--- src/rtl/seq_divider.sv ---
// ---------------------------------------------------------------------------
// seq_divider
//   Sequential unsigned restoring divider. One quotient bit is produced per
//   clock using a shift / trial-subtract / restore step, with a
//   start/busy/done handshake. Serves the CPU DIV/MOD operations next to the
//   Booth multiplier.
//
// Ports
//   clk          in   1      single clock, rising-edge
//   reset        in   1      synchronous, active-high
//   start        in   1      request, only honoured in IDLE
//   dividend     in   WIDTH  unsigned dividend, sampled with accepted start
//   divisor      in   WIDTH  unsigned divisor, sampled with accepted start
//   busy         out  1      high while iterating (exactly WIDTH cycles)
//   done         out  1      one-cycle pulse, results valid
//   quotient     out  WIDTH  result, held until the next completion
//   remainder    out  WIDTH  result, held until the next completion
//   div_by_zero  out  1      flagged with done when divisor was zero
// ---------------------------------------------------------------------------
module seq_divider #(
  parameter int WIDTH = 4
) (
  input  logic             clk,
  input  logic             reset,
  input  logic             start,
  input  logic [WIDTH-1:0] dividend,
  input  logic [WIDTH-1:0] divisor,
  output logic             busy,
  output logic             done,
  output logic [WIDTH-1:0] quotient,
  output logic [WIDTH-1:0] remainder,
  output logic             div_by_zero
);

  localparam int CW = $clog2(WIDTH + 1);

  typedef enum logic [1:0] {
    IDLE = 2'b00,
    CALC = 2'b01,
    DONE = 2'b10
  } state_t;

  state_t           state;
  // The partial remainder is always strictly below the divisor after a step,
  // so only WIDTH bits need to be stored; the extra bit exists only in the
  // shifted/trial values below.
  logic [WIDTH-1:0] acc;
  logic [WIDTH-1:0] quo;
  logic [WIDTH-1:0] dvs;
  logic [CW-1:0]    cnt;

  logic [WIDTH:0]   acc_sh;
  logic [WIDTH-1:0] quo_sh;
  logic [WIDTH:0]   trial;
  logic [WIDTH-1:0] acc_next;
  logic [WIDTH-1:0] quo_next;

  // One restoring-division step: shift {A,Q} left, trial-subtract the divisor,
  // keep the difference only when it did not go negative.
  always_comb begin
    acc_sh   = {acc, quo[WIDTH-1]};
    quo_sh   = {quo[WIDTH-2:0], 1'b0};
    trial    = acc_sh - {1'b0, dvs};
    acc_next = acc_sh[WIDTH-1:0];
    quo_next = quo_sh;
    if (trial[WIDTH] == 1'b0) begin
      acc_next = trial[WIDTH-1:0];
      quo_next = quo_sh | {{(WIDTH-1){1'b0}}, 1'b1};
    end else begin
      acc_next = acc_sh[WIDTH-1:0];
      quo_next = quo_sh;
    end
  end

  // Control FSM with registered handshake and result outputs.
  always_ff @(posedge clk) begin
    if (reset) begin
      state       <= IDLE;
      acc         <= '0;
      quo         <= '0;
      dvs         <= '0;
      cnt         <= '0;
      busy        <= 1'b0;
      done        <= 1'b0;
      quotient    <= '0;
      remainder   <= '0;
      div_by_zero <= 1'b0;
    end else begin
      case (state)
        IDLE: begin
          done <= 1'b0;
          busy <= 1'b0;
          if (start) begin
            if (divisor != '0) begin
              dvs         <= divisor;
              quo         <= dividend;
              acc         <= '0;
              cnt         <= CW'(WIDTH);
              div_by_zero <= 1'b0;
              busy        <= 1'b1;
              state       <= CALC;
            end else begin
              // Divide by zero completes immediately with all-ones quotient.
              quotient    <= {WIDTH{1'b1}};
              remainder   <= dividend;
              div_by_zero <= 1'b1;
              done        <= 1'b1;
              state       <= DONE;
            end
          end else begin
            state <= IDLE;
          end
        end
        CALC: begin
          acc <= acc_next;
          quo <= quo_next;
          cnt <= cnt - CW'(1);
          if (cnt == CW'(1)) begin
            quotient  <= quo_next;
            remainder <= acc_next;
            busy      <= 1'b0;
            done      <= 1'b1;
            state     <= DONE;
          end else begin
            state <= CALC;
          end
        end
        DONE: begin
          done  <= 1'b0;
          busy  <= 1'b0;
          state <= IDLE;
        end
        default: begin
          done  <= 1'b0;
          busy  <= 1'b0;
          state <= IDLE;
        end
      endcase
    end
  end

endmodule

--- config.mk ---
export PLATFORM = sky130hd
export DESIGN_NAME = seq_divider
export DESIGN_NICKNAME = d
export VERILOG_FILES = /design/src/rtl/seq_divider.sv
export SDC_FILE = /design/constraint.sdc
export NUM_CORES = 1
export LEC_CHECK = 0
export CORE_ASPECT_RATIO = 2
export CORE_MARGIN = 3
export CORE_UTILIZATION = 30
export CTS_CLUSTER_DIAMETER = 150
export CTS_CLUSTER_SIZE = 20
export DETAILED_ROUTE_END_ITERATION = 8
export HOLD_SLACK_MARGIN = 0.08
export REMOVE_ABC_BUFFERS = 1
export SYNTH_ARGS = -nofsm -noshare
export SYNTH_HDL_FRONTEND = slang
export SYNTH_SLANG_ARGS = --single-unit
--- constraint.sdc ---
create_clock -name clk -period 2.02 [get_ports clk]
set_clock_uncertainty 0.05 [all_clocks]
set_input_delay 0.303 -clock clk [delete_from_list [all_inputs] [get_ports clk]]
set_output_delay 0.303 -clock clk [all_outputs]
set_load 0.005 [all_outputs]
==> results.md, run 1 <==
* Status: finished, violations left
* Failing checks: negative setup slack
* CTS Buffer Depth at 2
* Sequential share of the synthesized area at 42.07%
* Final Hold Vio Count at 0
* Cell-internal power at 1.130 mW
* Slew margin rel. at 76.65%
* Synthesis Warnings at 0
* Remaining DRCs at 0
* Critical Path Source Type: flip-flop
* P_sw at 0.4270 mW
* Flop2flop setup slack at -110 ps
* Die Span Y at 100.3 µm
* Worst slack at placement at -481.9 ps
* Worst Setup End Kind: flip-flop
* Most frequent cells in the layout: 27 x nor2_1, 27 x dfxtp_1, 26 x buf_4
* Post-Layout Cell Count at 252
* R2R Path Start: quo[3]$_SDFFE_PP0P_
* Average wire per standard cell at 13.66 µm
* Placeable Area at 4170 µm²
* CTS H-tree depth at 1
* Ys async rst share at 0%
* Tot GR Track Use at 14.33%
* Critical path, cell by cell: inv_2, ha_4, fa_2, nand2b_4, a21oi_4, buf_4, xnor2_2, mux2_4, a311oi_1
* Max Freq at 468.5 MHz
* Sw Share at 27.42%
* ANT nets after route at 0
* Hold WC Path Type: flip-flop to flip-flop
* Flops & latches, synth at 28
* Post-detail-place hpwl at 2588 µm
* Reg2reg end: remainder[2]$_SDFFE_PP0P_
* Leak at 0.7925 nW
* Layout cell share with drive strength beyond 1 at 28.00%
* Comb pwr share at 31.1%
* Final setup violating endpoints at 7
* Met3 usage at 1.932%
* Grt peak-use layer: met2
* R2R cell count at 9
* Row count at 33
* Global routing usage on met2 at 25.96%
* Total Wirelength at 3443 µm
* Clock Pin Slew Worst Setup and Hold Paths at 100 ps
* Worst EP required at 2170 ps
* PortBufs at 21
* Hold Path Depth at 2
* CP delay by family, top: adder cells
* Critical-path top delay cell: dfxtp_2
* GRT overflow at 0
* Placed insts at 241
* Fin nets at 219
* First-iteration detailed-routing DRC count at 18
* Unrepaired setup endpoints after global routing: true
* Setup WS post-layout at -114.7 ps
* Part of the power in registers at 40.5%
* Largest net degree at the start of global routing at 20
* VDD IR max at 512.4 µV
* Total CTS buffers at 3
* Max incr delay on CP at 350 ps
* Worst Min Path Start: busy$_SDFFE_PP0N_
* Post-synth EDFFs at 0
* Tcrit/Tclk final at 105.7%
* Insertion delay to the later sink of the worst-skew pair at 280 ps
* Area grow syn2layout at 48.83%
* Layout Utilization at 47.55%
* Hold EP: busy$_SDFFE_PP0N_
* CTS tree: yes
* Min cycle time layout at 2135 ps
* Total number of vias at 1268
* Synth Cell Area at 1333 µm²
* Overall power at 1.557 mW
* Clock power frac at 28.4%
* Initial antenna violation count at 0
* Crit-path max FO at 2
* Io pins at 22
* Maxcap violations at 0
* Worst slew pin tran at 350.3 ps
* Hold buffers post-CTS at 0
* CP Class: flip-flop to flip-flop
* Gpl congestion at 0.7786
* Die X at 53.13 µm
* Worst EP arrival at 2280 ps
* Mean Syn Cell Area at 8.825 µm²
* Pins Over Slew Limit at 0
* Starting density of the core at 31.95%
* Drt pass-1 iters at 6
* Synth unique cells at 35
* Antenna diodes at 0
* Root Buffer: clkbuf_8
* Main synth FF type: dfxtp_1
* Mapped Cells at 151
* Global-route wire length before repair at 5802 µm
* Clock net sink count at 28
* DIE AREA at 5326 µm²
* Routed vias/inst at 5.032
* Vias in the first global route at 1330
* Cell Pwr Density at 785.3 nW/µm²
* Met1 usage at 15.24%
* CP bufs+invs at 2
-- registers in the layout, indices dropped and copies added (netlist names) --
register	count
state	2
quotient	4
div_by_zero	1
busy	1
dvs	4
quo	4
remainder	4
cnt	3
acc	4
done	1
-- worst max-delay path by stage --
stage	slack [ps]	startpoint	cells past startpoint	endpoint
final	-110	quo[3]$_SDFFE_PP0P_	9	remainder[2]$_SDFFE_PP0P_
after global placement	-390	divisor[3]	7	remainder[1]$_SDFFE_PP0P_
after floorplan	-190	quo[3]$_SDFFE_PP0P_	8	remainder[2]$_SDFFE_PP0P_
after detailed placement	-480	divisor[3]	7	remainder[1]$_SDFFE_PP0P_
after global routing	-190	quo[3]$_SDFFE_PP0P_	10	remainder[0]$_SDFFE_PP0P_
after CTS	-150	quo[3]$_SDFFE_PP0P_	10	remainder[1]$_SDFFE_PP0P_
-- metal layers --
metal  vias up  part of all wire, %
met2        32                   55
met4         0                  3.7
met5         -                    0
met1       603                   38
met3        11                  3.5
li1        622                    -
-- what timing repair did --
action | 4_1_cts | 5_1_grt
resized for setup | 18 | 7
setup endpoints to repair | 13 | 14
cloned | 1 | 0
pin swaps | 5 | 9
hold endpoints to repair | 0 | 0
setup buffers | 4 | 4
-- through the flow --
step | hold slack [ps] | instance area [µm²] | TNS (ps)
final | 410.8 | 1983 | -537.3
after global routing | 446.5 | 1983 | -1197
after CTS | 417.1 | 1916 | -481.9
after detailed placement | 399.0 | 1745 | -5004
after global placement | 395.1 | 1745 | -4610
after floorplan | 317.6 | 1285 | -734.3
-- worst min-delay path: stages, from the launching register on --
cell	delay, ps
dfxtp_1	320
nand2_1	50
a21oi_1	50
-- layout make-up --
class | count | area [µm²]
clock buffers | 3 | 41.29
clock inverters | 1 | 30.03
fillers | 412 | 2187
inverters | 9 | 33.78
multi-input cells | 108 | 779.5
flip-flops and latches | 28 | 561.8
well taps | 52 | 65.06
repair buffers | 51 | 471.7
-- cells in the mapped netlist (2+ instances only) --
library cell | instances | area share (%)
a211oi_1 | 4 | 2.3
a21oi_1 | 13 | 4.9
a22o_1 | 3 | 2.0
a311oi_1 | 8 | 5.3
a31oi_1 | 2 | 0.94
buf_6 | 3 | 2.5
dfxtp_1 | 28 | 42
ha_1 | 6 | 5.6
inv_1 | 9 | 2.5
mux2i_1 | 2 | 1.5
nand2_1 | 17 | 4.8
nand2b_1 | 4 | 1.9
nand3_1 | 2 | 0.75
nor2_1 | 27 | 7.6
nor2b_1 | 2 | 0.94
xor2_1 | 2 | 1.3
-- power by group through the flow --
stage	clock, mW	sequential (mW)	combinational (mW)
5_1_grt	0.477	0.636	0.528
2_1_floorplan	0	0.636	0.183
6_report	0.442	0.631	0.484
3_5_place_dp	0	0.641	0.372
4_1_cts	0.453	0.629	0.415
3_3_place_gp	0	0.639	0.360
-- logic make-up (layout without fill, tap and decap cells) --
kind of cell	Yosys count	in the layout	share of synthesized area [%]
and+or+nand+nor	57	57	19.25
AOI/OAI and AO/OA	38	38	21.13
DFF	28	28	42.07
buffers and inverters	15	64	6.102
adders and majority gates	7	7	7.136
xor gates and xnor gates	3	3	1.972
muxes	3	3	2.347
Note: power is estimated with default switching activity, not from simulation.
==> run 2: changes to the inputs <==
==> constraint.sdc (replaced) <==
create_clock -name clk -period 2.3 [get_ports clk]
set_clock_uncertainty 0.05 [all_clocks]
set_input_delay 0.345 -clock clk [delete_from_list [all_inputs] [get_ports clk]]
set_output_delay 0.345 -clock clk [all_outputs]
set_load 0.005 [all_outputs]
==> run 2 against run 1 <==
Effect of this change:
- the run now ends clean
- power decreased by 23%
- via count shrank 6.2%
- wire length fell by 9.1%
- design area fell by 8.1%
- cell count down 4.4%
- critical path depth is 2 lower
- flip-flop and latch count stayed put
- non-clock buffer count down 11
==> results.md, run 2 (same netlist as run 1, synthesis figures left out) <==
* Final Hold Vio Count at 0 (unchanged)
* Placed insts at 234 (-2.9%)
* Critical path, cell by cell: clkdlybuf4s50_1, or4_4, or3b_4, a21oi_4, buf_12, nor2_1, a311oi_2
* CP Class: input port to flip-flop
* Status: finished, final reports clean
* First-iteration detailed-routing DRC count at 22 (+4)
* Worst slew pin tran at 555.1 ps (+204.8 ps)
* Clock power frac at 24.8% (-3.6 points)
* Layout cell share with drive strength beyond 1 at 19.58% (-8.4 points)
* VDD IR max at 409.0 µV (-20%)
* Fin nets at 208 (-5.0%)
* Most frequent cells in the layout: 28 x dfxtp_1, 27 x nor2_1, 21 x clkdlybuf4s50_1
* Cell Pwr Density at 659.5 nW/µm² (-16%)
* Maxcap violations at 0 (unchanged)
* Worst Setup End Kind: flip-flop
* Comb pwr share at 29.1% (-2.0 points)
* Remaining DRCs at 0 (unchanged)
* P_sw at 0.3396 mW (-20%)
* Min cycle time layout at 2218 ps
* CP delay by family, top: simple AND/OR/NAND/NOR gates
* Row count at 33 (unchanged)
* FILL cells at 415 (+0.73%)
* Crit. path cell count at 7 (-2)
* Crit-path max FO at 16 (+14)
* Gpl congestion at 0.7743 (-0.55%)
* Worst EP arrival at 2350 ps (+70 ps)
* Part of the power in registers at 46.0% (+5.5 points)
* Critical-path top delay cell: or4_4
* Sw Share at 28.27% (+0.85 points)
* Layout Utilization at 43.68% (-3.9 points)
* Hold buffers post-CTS at 0 (unchanged)
* Die Span Y at 100.3 µm (unchanged)
* Vias in the first global route at 1232 (-7.4%)
* Worst slack at placement at -227.0 ps (+254.9 ps)
* Routed vias/inst at 4.934 (-2.0%)
* Post-detail-place hpwl at 2472 µm (-4.5%)
* Max Freq at 450.8 MHz
* ANT nets after route at 0 (unchanged)
* Hold Path Depth at 2 (unchanged)
* CTS tree: yes
* Critical Path Source Type: input port
* Insertion delay to the later sink of the worst-skew pair at 270 ps (about the same)
* GRT overflow at 0 (unchanged)
* Slew margin rel. at 62.99% (-14 points)
* Clock Pin Slew Worst Setup and Hold Paths at 90 ps (about the same)
* Hold WC Path Type: flip-flop to flip-flop
* Most common cell after layout, fill and taps aside: dfxtp_1
* CTS H-tree depth at 1 (unchanged)
* Unrepaired setup endpoints after global routing: false
* Die X at 53.13 µm (unchanged)
* Antenna diodes at 0 (unchanged)
* Global-route wire length before repair at 5437 µm (-6.3%)
* R2R cell count at 9 (unchanged)
* Placeable Area at 4170 µm² (unchanged)
* Starting density of the core at 31.95% (unchanged)
* Tot GR Track Use at 13.37% (-0.97 points)
* Average wire per standard cell at 12.98 µm (-5.0%)
* Total Wirelength at 3128 µm (-9.1%)
* Worst EP required at 2440 ps (+270 ps)
* Final setup violating endpoints at 0 (-7)
* CTS Buffer Depth at 2 (unchanged)
* Drt pass-1 iters at 4 (-2)
* Max incr delay on CP at 560 ps (+210 ps)
* CP bufs+invs at 2 (unchanged)
* Post-Layout Cell Count at 241 (-4.4%)
* Setup WS post-layout at 81.58 ps (+196.3 ps)
* Io pins at 22 (unchanged)
* Pins Over Slew Limit at 0 (unchanged)
* Total number of vias at 1189 (-6.2%)
* Total CTS buffers at 3 (unchanged)
* Cell-internal power at 0.8619 mW (-24%)
* PortBufs at 21 (unchanged)
* Tcrit/Tclk final at 96.45%
* Clock net sink count at 28 (unchanged)
* Leak at 0.7132 nW (-10%)
* Area grow syn2layout at 36.71%
* Largest net degree at the start of global routing at 18 (-10%)
* DIE AREA at 5326 µm² (unchanged)
* Root Buffer: clkbuf_8
* Initial antenna violation count at 0 (unchanged)
## run 2: cell count changes in the layout (fill, tap and decap cells not counted), moves of 2 or more
cell,previous run,this run
clkdlybuf4s50_1,17,21
a311oi_1,5,7
buf_4,26,18
dlygate4sd2_1,4,0
a311oi_2,3,1
buf_12,3,1
## run 2: stage by stage
| step | hold WS, ps | area, µm² | setup TNS (ps) | power [mW] |
|---|---|---|---|---|
| floorplan | 359.6 | 1285 | 0 | 0.7196 |
| global placement | 396.0 | 1693 | -1110 | 0.8607 |
| detailed placement | 402.4 | 1693 | -1462 | 0.8709 |
| CTS | 420.0 | 1775 | 0 | 1.186 |
| global route | 445.5 | 1822 | 0 | 1.272 |
| finish | 412.8 | 1822 | 0 | 1.201 |
## run 2: worst min-delay path, delay by kind of cell (launching register included)
kind | cells | cell delay (ps)
AOI/OAI and AO/OA | 1 | 50
DFF | 1 | 320
and+or+nand+nor | 1 | 50
## run 2: worst paths after layout
check / slack (ps) / startpoint / end
hold reg to reg: 410 / busy$_SDFFE_PP0N_ / busy$_SDFFE_PP0N_
setup / recovery: 80 / divisor[3] / remainder[1]$_SDFFE_PP0P_
hold / removal: 410 / busy$_SDFFE_PP0N_ / busy$_SDFFE_PP0N_
setup reg to reg: 100 / quo[3]$_SDFFE_PP0P_ / remainder[1]$_SDFFE_PP0P_
## run 2: routing by layer
metal	vias up	GRT usage (%)	routed length [µm]
met3	9	1.189	70
met2	20	24.62	1795
li1	597	-	-
met4	0	6.102	95
met5	-	0	0
met1	563	14.62	1166
## run 2: final cells by class
type	count	area, µm²	share of cell area (%)
Tap cell	52	65.06	3.571
Clock buffer	4	55.05	3.022
Timing Repair Buffer	40	365.4	20.05
Multi-Input combinational cell	108	742.0	40.73
Inverter	9	33.78	1.854
Sequential cell	28	560.5	30.77
## run 2: repair_timing
action | 4_1_cts | 5_1_grt
setup buffers | 0 | 3
endpoints found under the hold margin | 0 | 0
endpoints found under the setup margin | 4 | 6
resized for setup | 5 | 4
cloned | 0 | 0
pin swaps | 1 | 1
## run 2: power by group through the flow
stage          sequential [mW]  clock [mW]  combinational (mW)
2_1_floorplan            0.559           0               0.161
3_3_place_gp             0.562           0               0.299
3_5_place_dp             0.564           0               0.307
4_1_cts                  0.552       0.305               0.328
5_1_grt                  0.558       0.323               0.391
6_report                 0.553       0.298               0.350
